File: config.mk
export PLATFORM = sky130hd
export DESIGN_NAME = tilt_calc_sequencer_flat
export DESIGN_NICKNAME = d
export VERILOG_FILES = /design/src/rtl/tilt_calc_sequencer_if.sv /design/src/rtl/tilt_calc_sequencer.sv /design/src/flat_wrapper.sv
export SDC_FILE = /design/constraint.sdc
export NUM_CORES = 1
export LEC_CHECK = 0
export ABC_AREA = 1
export CORE_AREA = 2 2 192 194
export CTS_CLUSTER_SIZE = 14
export DETAILED_ROUTE_END_ITERATION = 16
export DIE_AREA = 0 0 194 196
export SLEW_MARGIN = 25
export SYNTH_ARGS = -nofsm -noshare
export SYNTH_HDL_FRONTEND = slang
export SYNTH_SLANG_ARGS = --single-unit
File: constraint.sdc
create_clock -name clk -period 9.4 [get_ports clk]
set_input_delay 1.41 -clock clk [delete_from_list [all_inputs] [get_ports clk]]
set_output_delay 1.41 -clock clk [all_outputs]
set_load 0.05 [all_outputs]
File: src/rtl/tilt_calc_sequencer_if.sv
// Request, result and sqrt/divider core handshake bundle for the tilt sequencer.
// master is the sequencer's view; slave is the view of whatever surrounds it.
interface tilt_calc_sequencer_if;
  logic               start;
  logic signed [11:0] dx;
  logic signed [11:0] dy;
  logic        [11:0] height;
  logic               busy;
  logic               sqrt_start;
  logic        [23:0] sqrt_in;
  logic               sqrt_ready;
  logic        [11:0] sqrt_out;
  logic               div_start;
  logic        [11:0] div_dividend;
  logic        [11:0] div_divisor;
  logic               div_ready;
  logic        [11:0] div_quotient;
  logic        [11:0] tilt_ratio;
  logic               d_greater_than_h;
  logic               result_valid;
  logic               timeout_err;

  modport master (
    input  start, dx, dy, height, sqrt_ready, sqrt_out, div_ready, div_quotient,
    output busy, sqrt_start, sqrt_in, div_start, div_dividend, div_divisor,
           tilt_ratio, d_greater_than_h, result_valid, timeout_err
  );

  modport slave (
    output start, dx, dy, height, sqrt_ready, sqrt_out, div_ready, div_quotient,
    input  busy, sqrt_start, sqrt_in, div_start, div_dividend, div_divisor,
           tilt_ratio, d_greater_than_h, result_valid, timeout_err
  );
endinterface

File: src/rtl/tilt_calc_sequencer.sv
// Computes one fixture tilt ratio: |d|^2 -> sqrt core -> order against height -> divider.
// Sole master of the shared sqrt and divider cores; returns a UQ0.12 ratio and a d>h flag.
//
// state        | meaning
// IDLE         | waiting for start; operands latched on start
// SQUARE       | sqrt_in <= dx^2 + dy^2
// SQRT_START   | one-cycle sqrt_start pulse, timeout counter loaded
// SQRT_WAIT    | waiting for sqrt_ready (or timeout)
// ORDER        | pick dividend/divisor, decide divide or bypass
// DIV_START    | one-cycle div_start pulse, timeout counter loaded
// DIV_WAIT     | waiting for div_ready (or timeout)
// BYPASS       | ratio already known (0x000 or 0xFFF), no divide needed
// DONE         | result_valid pulse
module tilt_calc_sequencer #(
  parameter int TIMEOUT_CYCLES = 1024
) (
  input  logic                   clk,
  input  logic                   reset,
  tilt_calc_sequencer_if.master  bus
);

  localparam int CW = (TIMEOUT_CYCLES > 2) ? $clog2(TIMEOUT_CYCLES) : 1;
  localparam logic [CW-1:0] CNT_LOAD = CW'(TIMEOUT_CYCLES - 1);

  typedef enum logic [3:0] {
    S_IDLE, S_SQUARE, S_SQRT_START, S_SQRT_WAIT, S_ORDER,
    S_DIV_START, S_DIV_WAIT, S_BYPASS, S_DONE
  } state_t;

  state_t state, next_state;

  logic [11:0]   dx_q, dy_q, height_q, root_q, ratio_q;
  logic          flag_q;
  logic [CW-1:0] cnt_q;
  logic [23:0]   sqrt_in_q;
  logic [11:0]   dividend_q, divisor_q, tilt_q;
  logic          d_gt_h_q, timeout_q;

  logic [11:0] abs_dx, abs_dy;
  logic [23:0] abs_dx_w, abs_dy_w, sum_sq;
  logic        tc_hit, root_gt_h, root_eq_h;

  always_comb begin
    abs_dx    = dx_q[11] ? (~dx_q + 12'd1) : dx_q;
    abs_dy    = dy_q[11] ? (~dy_q + 12'd1) : dy_q;
    abs_dx_w  = {12'd0, abs_dx};
    abs_dy_w  = {12'd0, abs_dy};
    sum_sq    = abs_dx_w * abs_dx_w + abs_dy_w * abs_dy_w;
    tc_hit    = (cnt_q == '0);
    root_gt_h = (root_q > height_q);
    root_eq_h = (root_q == height_q);
  end

  always_ff @(posedge clk) begin
    if (!reset) state <= S_IDLE;
    else        state <= next_state;
  end

  always_comb begin
    next_state = state;
    unique case (state)
      S_IDLE:       if (bus.start) next_state = S_SQUARE;
      S_SQUARE:     next_state = S_SQRT_START;
      S_SQRT_START: next_state = S_SQRT_WAIT;
      S_SQRT_WAIT: begin
        if (bus.sqrt_ready) next_state = S_ORDER;
        else if (tc_hit)    next_state = S_IDLE;
      end
      // root==height also covers the both-zero case, so no divisor can be zero here
      S_ORDER:      next_state = root_eq_h ? S_BYPASS : S_DIV_START;
      S_DIV_START:  next_state = S_DIV_WAIT;
      S_DIV_WAIT: begin
        if (bus.div_ready) next_state = S_DONE;
        else if (tc_hit)   next_state = S_IDLE;
      end
      S_BYPASS:     next_state = S_DONE;
      S_DONE:       next_state = S_IDLE;
      default:      next_state = S_IDLE;
    endcase
  end

  always_comb begin
    bus.busy         = (state != S_IDLE);
    bus.sqrt_start   = (state == S_SQRT_START);
    bus.div_start    = (state == S_DIV_START);
    bus.result_valid = (state == S_DONE);
  end

  always_ff @(posedge clk) begin
    if (!reset) begin
      dx_q       <= '0;
      dy_q       <= '0;
      height_q   <= '0;
      root_q     <= '0;
      ratio_q    <= '0;
      flag_q     <= 1'b0;
      cnt_q      <= '0;
      sqrt_in_q  <= '0;
      dividend_q <= '0;
      divisor_q  <= '0;
      tilt_q     <= '0;
      d_gt_h_q   <= 1'b0;
      timeout_q  <= 1'b0;
    end else begin
      timeout_q <= 1'b0;
      unique case (state)
        S_IDLE: begin
          if (bus.start) begin
            dx_q     <= bus.dx;
            dy_q     <= bus.dy;
            height_q <= bus.height;
          end
        end
        S_SQUARE:     sqrt_in_q <= sum_sq;
        S_SQRT_START: cnt_q <= CNT_LOAD;
        S_SQRT_WAIT: begin
          if (bus.sqrt_ready) root_q    <= bus.sqrt_out;
          else if (tc_hit)    timeout_q <= 1'b1;
          else                cnt_q     <= cnt_q - 1'b1;
        end
        S_ORDER: begin
          dividend_q <= root_gt_h ? height_q : root_q;
          divisor_q  <= root_gt_h ? root_q : height_q;
          flag_q     <= root_gt_h;
          ratio_q    <= (root_q == 12'd0) ? 12'h000 : 12'hFFF;
        end
        S_DIV_START:  cnt_q <= CNT_LOAD;
        S_DIV_WAIT: begin
          if (bus.div_ready) begin
            tilt_q   <= bus.div_quotient;
            d_gt_h_q <= flag_q;
          end else if (tc_hit) begin
            timeout_q <= 1'b1;
          end else begin
            cnt_q <= cnt_q - 1'b1;
          end
        end
        S_BYPASS: begin
          tilt_q   <= ratio_q;
          d_gt_h_q <= flag_q;
        end
        default: ;
      endcase
    end
  end

  assign bus.sqrt_in          = sqrt_in_q;
  assign bus.div_dividend     = dividend_q;
  assign bus.div_divisor      = divisor_q;
  assign bus.tilt_ratio       = tilt_q;
  assign bus.d_greater_than_h = d_gt_h_q;
  assign bus.timeout_err      = timeout_q;

endmodule
File: src/flat_wrapper.sv
// flat-port wrapper written by rule: the top's interface ports become plain ports
module tilt_calc_sequencer_flat 
#(
  parameter int TIMEOUT_CYCLES = 1024
)
  (clk, reset, bus_start, bus_dx, bus_dy, bus_height, bus_sqrt_ready, bus_sqrt_out, bus_div_ready, bus_div_quotient, bus_busy, bus_sqrt_start, bus_sqrt_in, bus_div_start, bus_div_dividend, bus_div_divisor, bus_tilt_ratio, bus_d_greater_than_h, bus_result_valid, bus_timeout_err);
  tilt_calc_sequencer_if bus_i ();
  input  logic clk;
  input  logic reset;
  input wire logic [$bits(bus_i.start)-1:0] bus_start;
  input wire logic [$bits(bus_i.dx)-1:0] bus_dx;
  input wire logic [$bits(bus_i.dy)-1:0] bus_dy;
  input wire logic [$bits(bus_i.height)-1:0] bus_height;
  input wire logic [$bits(bus_i.sqrt_ready)-1:0] bus_sqrt_ready;
  input wire logic [$bits(bus_i.sqrt_out)-1:0] bus_sqrt_out;
  input wire logic [$bits(bus_i.div_ready)-1:0] bus_div_ready;
  input wire logic [$bits(bus_i.div_quotient)-1:0] bus_div_quotient;
  output wire logic [$bits(bus_i.busy)-1:0] bus_busy;
  output wire logic [$bits(bus_i.sqrt_start)-1:0] bus_sqrt_start;
  output wire logic [$bits(bus_i.sqrt_in)-1:0] bus_sqrt_in;
  output wire logic [$bits(bus_i.div_start)-1:0] bus_div_start;
  output wire logic [$bits(bus_i.div_dividend)-1:0] bus_div_dividend;
  output wire logic [$bits(bus_i.div_divisor)-1:0] bus_div_divisor;
  output wire logic [$bits(bus_i.tilt_ratio)-1:0] bus_tilt_ratio;
  output wire logic [$bits(bus_i.d_greater_than_h)-1:0] bus_d_greater_than_h;
  output wire logic [$bits(bus_i.result_valid)-1:0] bus_result_valid;
  output wire logic [$bits(bus_i.timeout_err)-1:0] bus_timeout_err;
  assign bus_i.start = bus_start;
  assign bus_i.dx = bus_dx;
  assign bus_i.dy = bus_dy;
  assign bus_i.height = bus_height;
  assign bus_i.sqrt_ready = bus_sqrt_ready;
  assign bus_i.sqrt_out = bus_sqrt_out;
  assign bus_i.div_ready = bus_div_ready;
  assign bus_i.div_quotient = bus_div_quotient;
  assign bus_busy = bus_i.busy;
  assign bus_sqrt_start = bus_i.sqrt_start;
  assign bus_sqrt_in = bus_i.sqrt_in;
  assign bus_div_start = bus_i.div_start;
  assign bus_div_dividend = bus_i.div_dividend;
  assign bus_div_divisor = bus_i.div_divisor;
  assign bus_tilt_ratio = bus_i.tilt_ratio;
  assign bus_d_greater_than_h = bus_i.d_greater_than_h;
  assign bus_result_valid = bus_i.result_valid;
  assign bus_timeout_err = bus_i.timeout_err;
  tilt_calc_sequencer #(.TIMEOUT_CYCLES(TIMEOUT_CYCLES)) u_core (.clk(clk), .reset(reset), .bus(bus_i));
endmodule
Yosys cells after proc, flatten, opt, wreduce, memory -nomap -nowiden

Cells that the tools add are included.
W data, S select, Z words.

Add/sub/neg operators: 4
Multipliers: 2
Divide/modulo/power cells: 0
Magnitude comparators: 1
Equal/unequal tests: 13
Shift-type cells: 0
Mux-type cells: 23
Bitwise logic cells: 2
Reductions and logical operators: 11

Operators with widths:

| operator                | number |
|---|---|
| $mux W12                | 6 |
| $mul A12 B12 Y24        | 2 |
| $pmux W4 S8             | 1 |
| $mux W10                | 3 |
| $pmux W10 S3            | 1 |
| $add A12 B1 Y12 const B | 2 |
| $add A24 B24 Y24        | 1 |
| $not A12 Y12            | 2 |
| $pmux W12 S2            | 1 |
| $eq A4 B3 Y1 const B    | 4 |
| $mux W4                 | 4 |
| $eq A12 B12 Y1          | 1 |
| $gt A12 B12 Y1          | 1 |
| $logic_not A12 Y1       | 1 |
| $logic_not A10 Y1       | 1 |
| $sub A10 B1 Y10 const B | 1 |
| $eq A4 B2 Y1 const B    | 2 |
| $ne A2 B2 Y1 const B    | 4 |
| $reduce_and A2 Y1       | 3 |
| $eq A4 B1 Y1 const B    | 1 |
| $eq A4 B4 Y1 const B    | 1 |
| $logic_not A4 Y1        | 1 |
| $mux W1                 | 4 |
| $pmux W1 S2             | 2 |
| other kinds (6)         | 6 |

Register bits: 137
Latch bits: 0
RAM bits: 0
ROM bits: 0
Input bits: 65
Output and inout bits: 66
Word-level logic and storage cells: 70
Memories kept: 0

Depth between registers and ports, before layout

Depth in word-level cells: 5
Mapped depth: 36
Mapped depth without buffers: 35

Least setup slack after synthesis

OpenSTA, ideal clock, no wires.

Path type: flip-flop to flip-flop
Start point: register u_core.dx_q[0]
End point: register u_core.sqrt_in_q[23], in the netlist u_core.bus.sqrt_in[23]
Arrival: 6707 ps
Slack: 2573 ps
Cell stages (with the launch flop): 33
Path buffers: 1
Path through: dfxtp_1 -> inv_1 -> clkbuf_1 -> ha_1 -> nand3_1 -> nor3_2 -> nand3_1 -> o21ai_1 -> nand2_1 -> nand2_4 -> inv_4 -> nor2_1 -> inv_1 -> fa_1 -> inv_1 -> fa_1 -> fa_1 -> fa_1 -> fa_1 -> fa_1 -> inv_1 -> fa_1 -> inv_1 -> ha_1 -> a21oi_1 -> a21boi_0 -> nand2_1 -> nand2_1 -> nand3_1 -> inv_1 -> nand2_1 -> nand2_1 -> a21oi_1

Cells in the longest elaborated chain, start to end: 5

RTL lines:

| item                   | line                       | text |
|---|---|---|
| start, declared        | tilt_calc_sequencer.sv:32  | `logic [11:0] dx_q, dy_q, height_q, root_q, ratio_q;` |
| start signal, assigned | tilt_calc_sequencer.sv:109 | `dx_q <= bus.dx;` |
| $not A12 Y12           | tilt_calc_sequencer.sv:44  | `abs_dx = dx_q[11] ? (~dx_q + 12'd1) : dx_q;` |
| $add A12 B1 Y12        | tilt_calc_sequencer.sv:44  |  |
| $mux W12 (*)           | tilt_calc_sequencer.sv:44  |  |
| $mul A12 B12 Y24 (*)   | tilt_calc_sequencer.sv:48  | `sum_sq = abs_dx_w * abs_dx_w + abs_dy_w * abs_dy_w;` |
| $add A24 B24 Y24 (*)   | tilt_calc_sequencer.sv:48  |  |
| end signal, assigned   | tilt_calc_sequencer.sv:114 | `S_SQUARE: sqrt_in_q <= sum_sq;` |
| end, declared          | tilt_calc_sequencer.sv:35  | `logic [23:0] sqrt_in_q;` |

Mark *: on every way between the ends. The rest lies on a longest branch, timed or not.
A chain may end at the register's enable or synchronous reset.

Worst setup path in the final report

Start point: register u_core.dy_q[0]
End point: register u_core.sqrt_in_q[23], in the netlist u_core.bus.sqrt_in[23]

Cells in the longest elaborated chain, start to end: 5

RTL lines:

| item                   | line                       | text |
|---|---|---|
| start, declared        | tilt_calc_sequencer.sv:32  |  |
| start signal, assigned | tilt_calc_sequencer.sv:110 | `dy_q <= bus.dy;` |
| $not A12 Y12           | tilt_calc_sequencer.sv:45  | `abs_dy = dy_q[11] ? (~dy_q + 12'd1) : dy_q;` |
| $add A12 B1 Y12        | tilt_calc_sequencer.sv:45  |  |
| $mux W12 (*)           | tilt_calc_sequencer.sv:45  |  |
| $mul A12 B12 Y24 (*)   | tilt_calc_sequencer.sv:48  |  |
| $add A24 B24 Y24 (*)   | tilt_calc_sequencer.sv:48  |  |

Marked as above.

==> summary.md <==
| Metric | Value |
|---|---|
| Post-synth ARST share | 0 |
| Post-CTS setup buffer count | 0 |
| Antenna Nets Post-Route | 0 |
| CTS tree | built |
| CP max FO | 10 |
| Kind of critical path | flip-flop to flip-flop |
| Post_cts resized | 0 |
| Per-cell routed wire length | 15.4 um |
| Hold depth | 2 |
| RSZ-0062 raised after global routing | no |
| Pin count of the biggest net entering global routing | 100 |
| Dominant combinational cell family by area after synthesis | adder cells |
| Family with the most delay on the worst path | adder cells |
| Port bufs | 130 |
| Outcome | finished clean |
| Post-synthesis compound-gate area fraction | 0.115 |
| Top_reg_cell synth | dfxtp_1 |
| FF+latch area | 2520 sq um |
| Area of the core | 36100 sq um |
| Headroom to the max-slew limit | 0.412 |
| # IOs | 131 |
| Antenna Cells | 0 |
| Syn Inst Count | 1755 |
| First-pass GRT wire length | 60500 um |
| Number of hold buffers added after cts | 0 |
| Grt total ovfl | 0 |
| Drt first pass iters | 8 |
| Post-synth EDFFs | 0 |
| Post-route clock period utilization | 0.857 |
| Synth Area in Simple Gates | 0.162 |
| Vias/cell | 4.87 |
| Reg2Reg Setup Slack | 1.34 ns |
| Worst Hold Endpoint | u_core.bus.div_divisor[0] |
| Proportion of layout cells with a drive suffix above 1 | 0.0456 |
| Clock Tree Buf Depth | 2 |
| Hold Vio Cnt, Final | 0 |
| Vias in the first global route | 11800 |
| Slowest stage delay, CP | 0.62 ns |
| Final WL | 36200 um |
| # clock sinks | 126 |
| Area grow syn2layout | 17.0% |
| Setup-failing EPs final | 0 |
| Die Span Y | 196 um |
| Final setup TNS | 0 ns |
| DRC Markers | 0 |
| CP startpoint kind | flip-flop |
| Min Tclk post-route | 8.06 ns |
| Syn avg cell area | 7.88 sq um |
| H-tree depth | 4 |
| Synth Warn # | 0 |
| # fillers | 3659 |
| Total track usage | 0.200 |
| Max Cap Viol | 0 |
| RR Endpoint | u_core.bus.sqrt_in[23] |
| Width of the die | 194 um |
| Vias | 11500 |
| Kind of end point of the critical path | flip-flop |
| R2R depth | 29 |
| GPL Wtd Cong | 0.983 |
| Nets@finish | 2254 |
| Netlist Area Pre-Place | 13800 sq um |
| Slowest CP cell | dfxtp_1 |
| Reg-to-reg critical path startpoint | u_core.dy_q[0] |
| Crit path buf inv count | 6 |
| Req. time, crit path | 9.70 ns |
| Xor and xnor area share after synthesis | 0.0159 |
| Worst Hold Class | flip-flop to flip-flop |
| Post-synth cell types | 44 |
| Fmax achieved | 124 MHz |
| Seq/Total Area, Yosys | 0.182 |
| Synth Register Bits | 126 |
| Worst Clk Skew | 0.0113 ns |
| Root Buffer | clkbuf_16 |
| CTS Buf Count | 17 |
| Area of the multi-input gates | 9570 sq um |
| Clk Latency, worst-skew pair | 0.43 ns |
| Starting density of the core | 0.383 |
| DRT iter0 DRCs | 499 |
| Die Footprint | 38000 sq um |
| Worst EP arrival | 8.35 ns |
| Dpl hpwl | 29900 um |
| Top cell by count, worst path | nand2_1 |
| Post-synthesis mux area share | 0 |
| Adder-Cell Fraction of Synth Area | 0.394 |
| Pins over their slew limit | 0 |
| Initial antenna violation count | 1 |
| Worst-path clk slew | 0.06 ns |
| Num rows | 70 |
| HP Start | u_core.bus.div_divisor[0] |
| Worst-Margin Slew | 0.877 ns |
[layout by cell type, fill, tap and decap left out, types with 10 or more instances in the layout]
| cell | count |
|---|---|
| dfxtp_1 | 126 |
| nand4_1 | 12 |
| xnor2_1 | 10 |
| fa_1 | 199 |
| a31oi_1 | 38 |
| nand2_1 | 259 |
| o21ai_0 | 137 |
| clkbuf_16 | 17 |
| a21oi_1 | 91 |
| conb_1 | 15 |
| xor2_1 | 11 |
| inv_1 | 409 |
| clkdlybuf4s50_1 | 129 |
| ha_1 | 117 |
| inv_2 | 10 |
| nor2_1 | 151 |
| nand3_1 | 50 |
[area by class of cell]
| class | instances | share of cell area |
|---|---|---|
| tap | 468 | 0.0362 |
| inverter | 426 | 0.0989 |
| multi-input combinational | 1168 | 0.591 |
| clock inverter | 12 | 0.00827 |
| clock buffer | 20 | 0.0282 |
| sequential | 126 | 0.156 |
| timing repair buffer | 134 | 0.0819 |
[how the worst max path moves through the flow]
stage | startpoint | endpoint | slack (ns) | cells past startpoint
final | u_core.dy_q[0] | u_core.bus.sqrt_in[23] | 1.34 | 29
after global routing | u_core.dy_q[0] | u_core.bus.sqrt_in[23] | 0.81 | 29
after CTS | u_core.dy_q[0] | u_core.bus.sqrt_in[23] | 1.20 | 26
after detailed placement | u_core.dy_q[0] | u_core.bus.sqrt_in[23] | 1.22 | 26
after global placement | u_core.dy_q[0] | u_core.bus.sqrt_in[13] | 1.20 | 25
after floorplan | u_core.dx_q[0] | u_core.bus.sqrt_in[23] | 2.57 | 32
[worst min-delay path: stages (launching register included)]
cell and delay [ns]:
dfxtp_1 0.31, nand2_1 0.06, a21oi_1 0.05
[synthesized netlist by cell type, types with 3 or more instances]
cell        n  share of area
xor2_1     12         0.0076
nor2_2      6         0.0027
inv_1     409           0.11
or2_2       6         0.0027
a31oi_1    38          0.017
nand4_1    12         0.0054
o21ai_1     3         0.0011
nand3_1    51          0.018
nand3b_1    3         0.0016
clkbuf_1   37          0.010
nor3_2      4         0.0029
xnor2_1    10         0.0063
o21ai_0   137          0.050
nand2_1   259          0.070
o21ai_2     3         0.0019
o21bai_1    6         0.0033
dfxtp_1   126           0.18
nand2_2     6         0.0027
a21oi_1    91          0.033
nand3_2     3         0.0022
o211ai_1    6         0.0033
nor3_4      4         0.0047
nor3_1      6         0.0022
nor2_1    151          0.041
fa_1      199           0.29
ha_1      117           0.11
buf_2       4         0.0014
inv_2      10         0.0027
buf_4       4         0.0022
clkinv_1    6         0.0016
a21o_1      6         0.0033
nand2_4     3         0.0024
[per-stage QoR]
stage                     instance area (sq um)  hold WS (ns)  std cells  setup WS (ns)  utilization
after floorplan                           13900         0.452       1768           2.57            -
after global placement                    15600         0.457       2322           1.20        0.432
after detailed placement                  15600         0.463       2322           1.22        0.432
after CTS                                 16200         0.469       2354           1.20        0.449
after global routing                      16200         0.491       2354          0.808        0.449
final                                     16200         0.466       2354           1.34        0.449
[state kept, by name (all words and copies together) (netlist names), 4 cells and up]
| name | cells |
|---|---|
| u_core.dy_q | 12 |
| u_core.dx_q | 12 |
| u_core.root_q | 12 |
| u_core.bus.div_divisor | 12 |
| u_core.height_q | 12 |
| u_core.bus.tilt_ratio | 12 |
| u_core.bus.div_dividend | 12 |
| u_core.cnt_q | 10 |
| u_core.bus.sqrt_in | 24 |
| u_core.state | 4 |
[metal layers]
layer / wire [um] / GRT usage
met5: 13 / 0
met4: 743 / 0.0600
met3: 2520 / 0.0547
met2: 18000 / 0.352
met1: 14900 / 0.239
[cell families (layout without fill, tap and decap cells)]
| family | Yosys count | in the layout |
|---|---|---|
| simple gates | 520 | 520 |
| fa+ha+maj | 316 | 316 |
| xor+xnor | 23 | 23 |
| other cells | 2 | 15 |
| buf+inv | 474 | 592 |
| flops | 126 | 126 |
| compound gates | 294 | 294 |
Power is not shown: default switching activity piles up to over one toggle a cycle in this logic, so the estimate is an artifact.
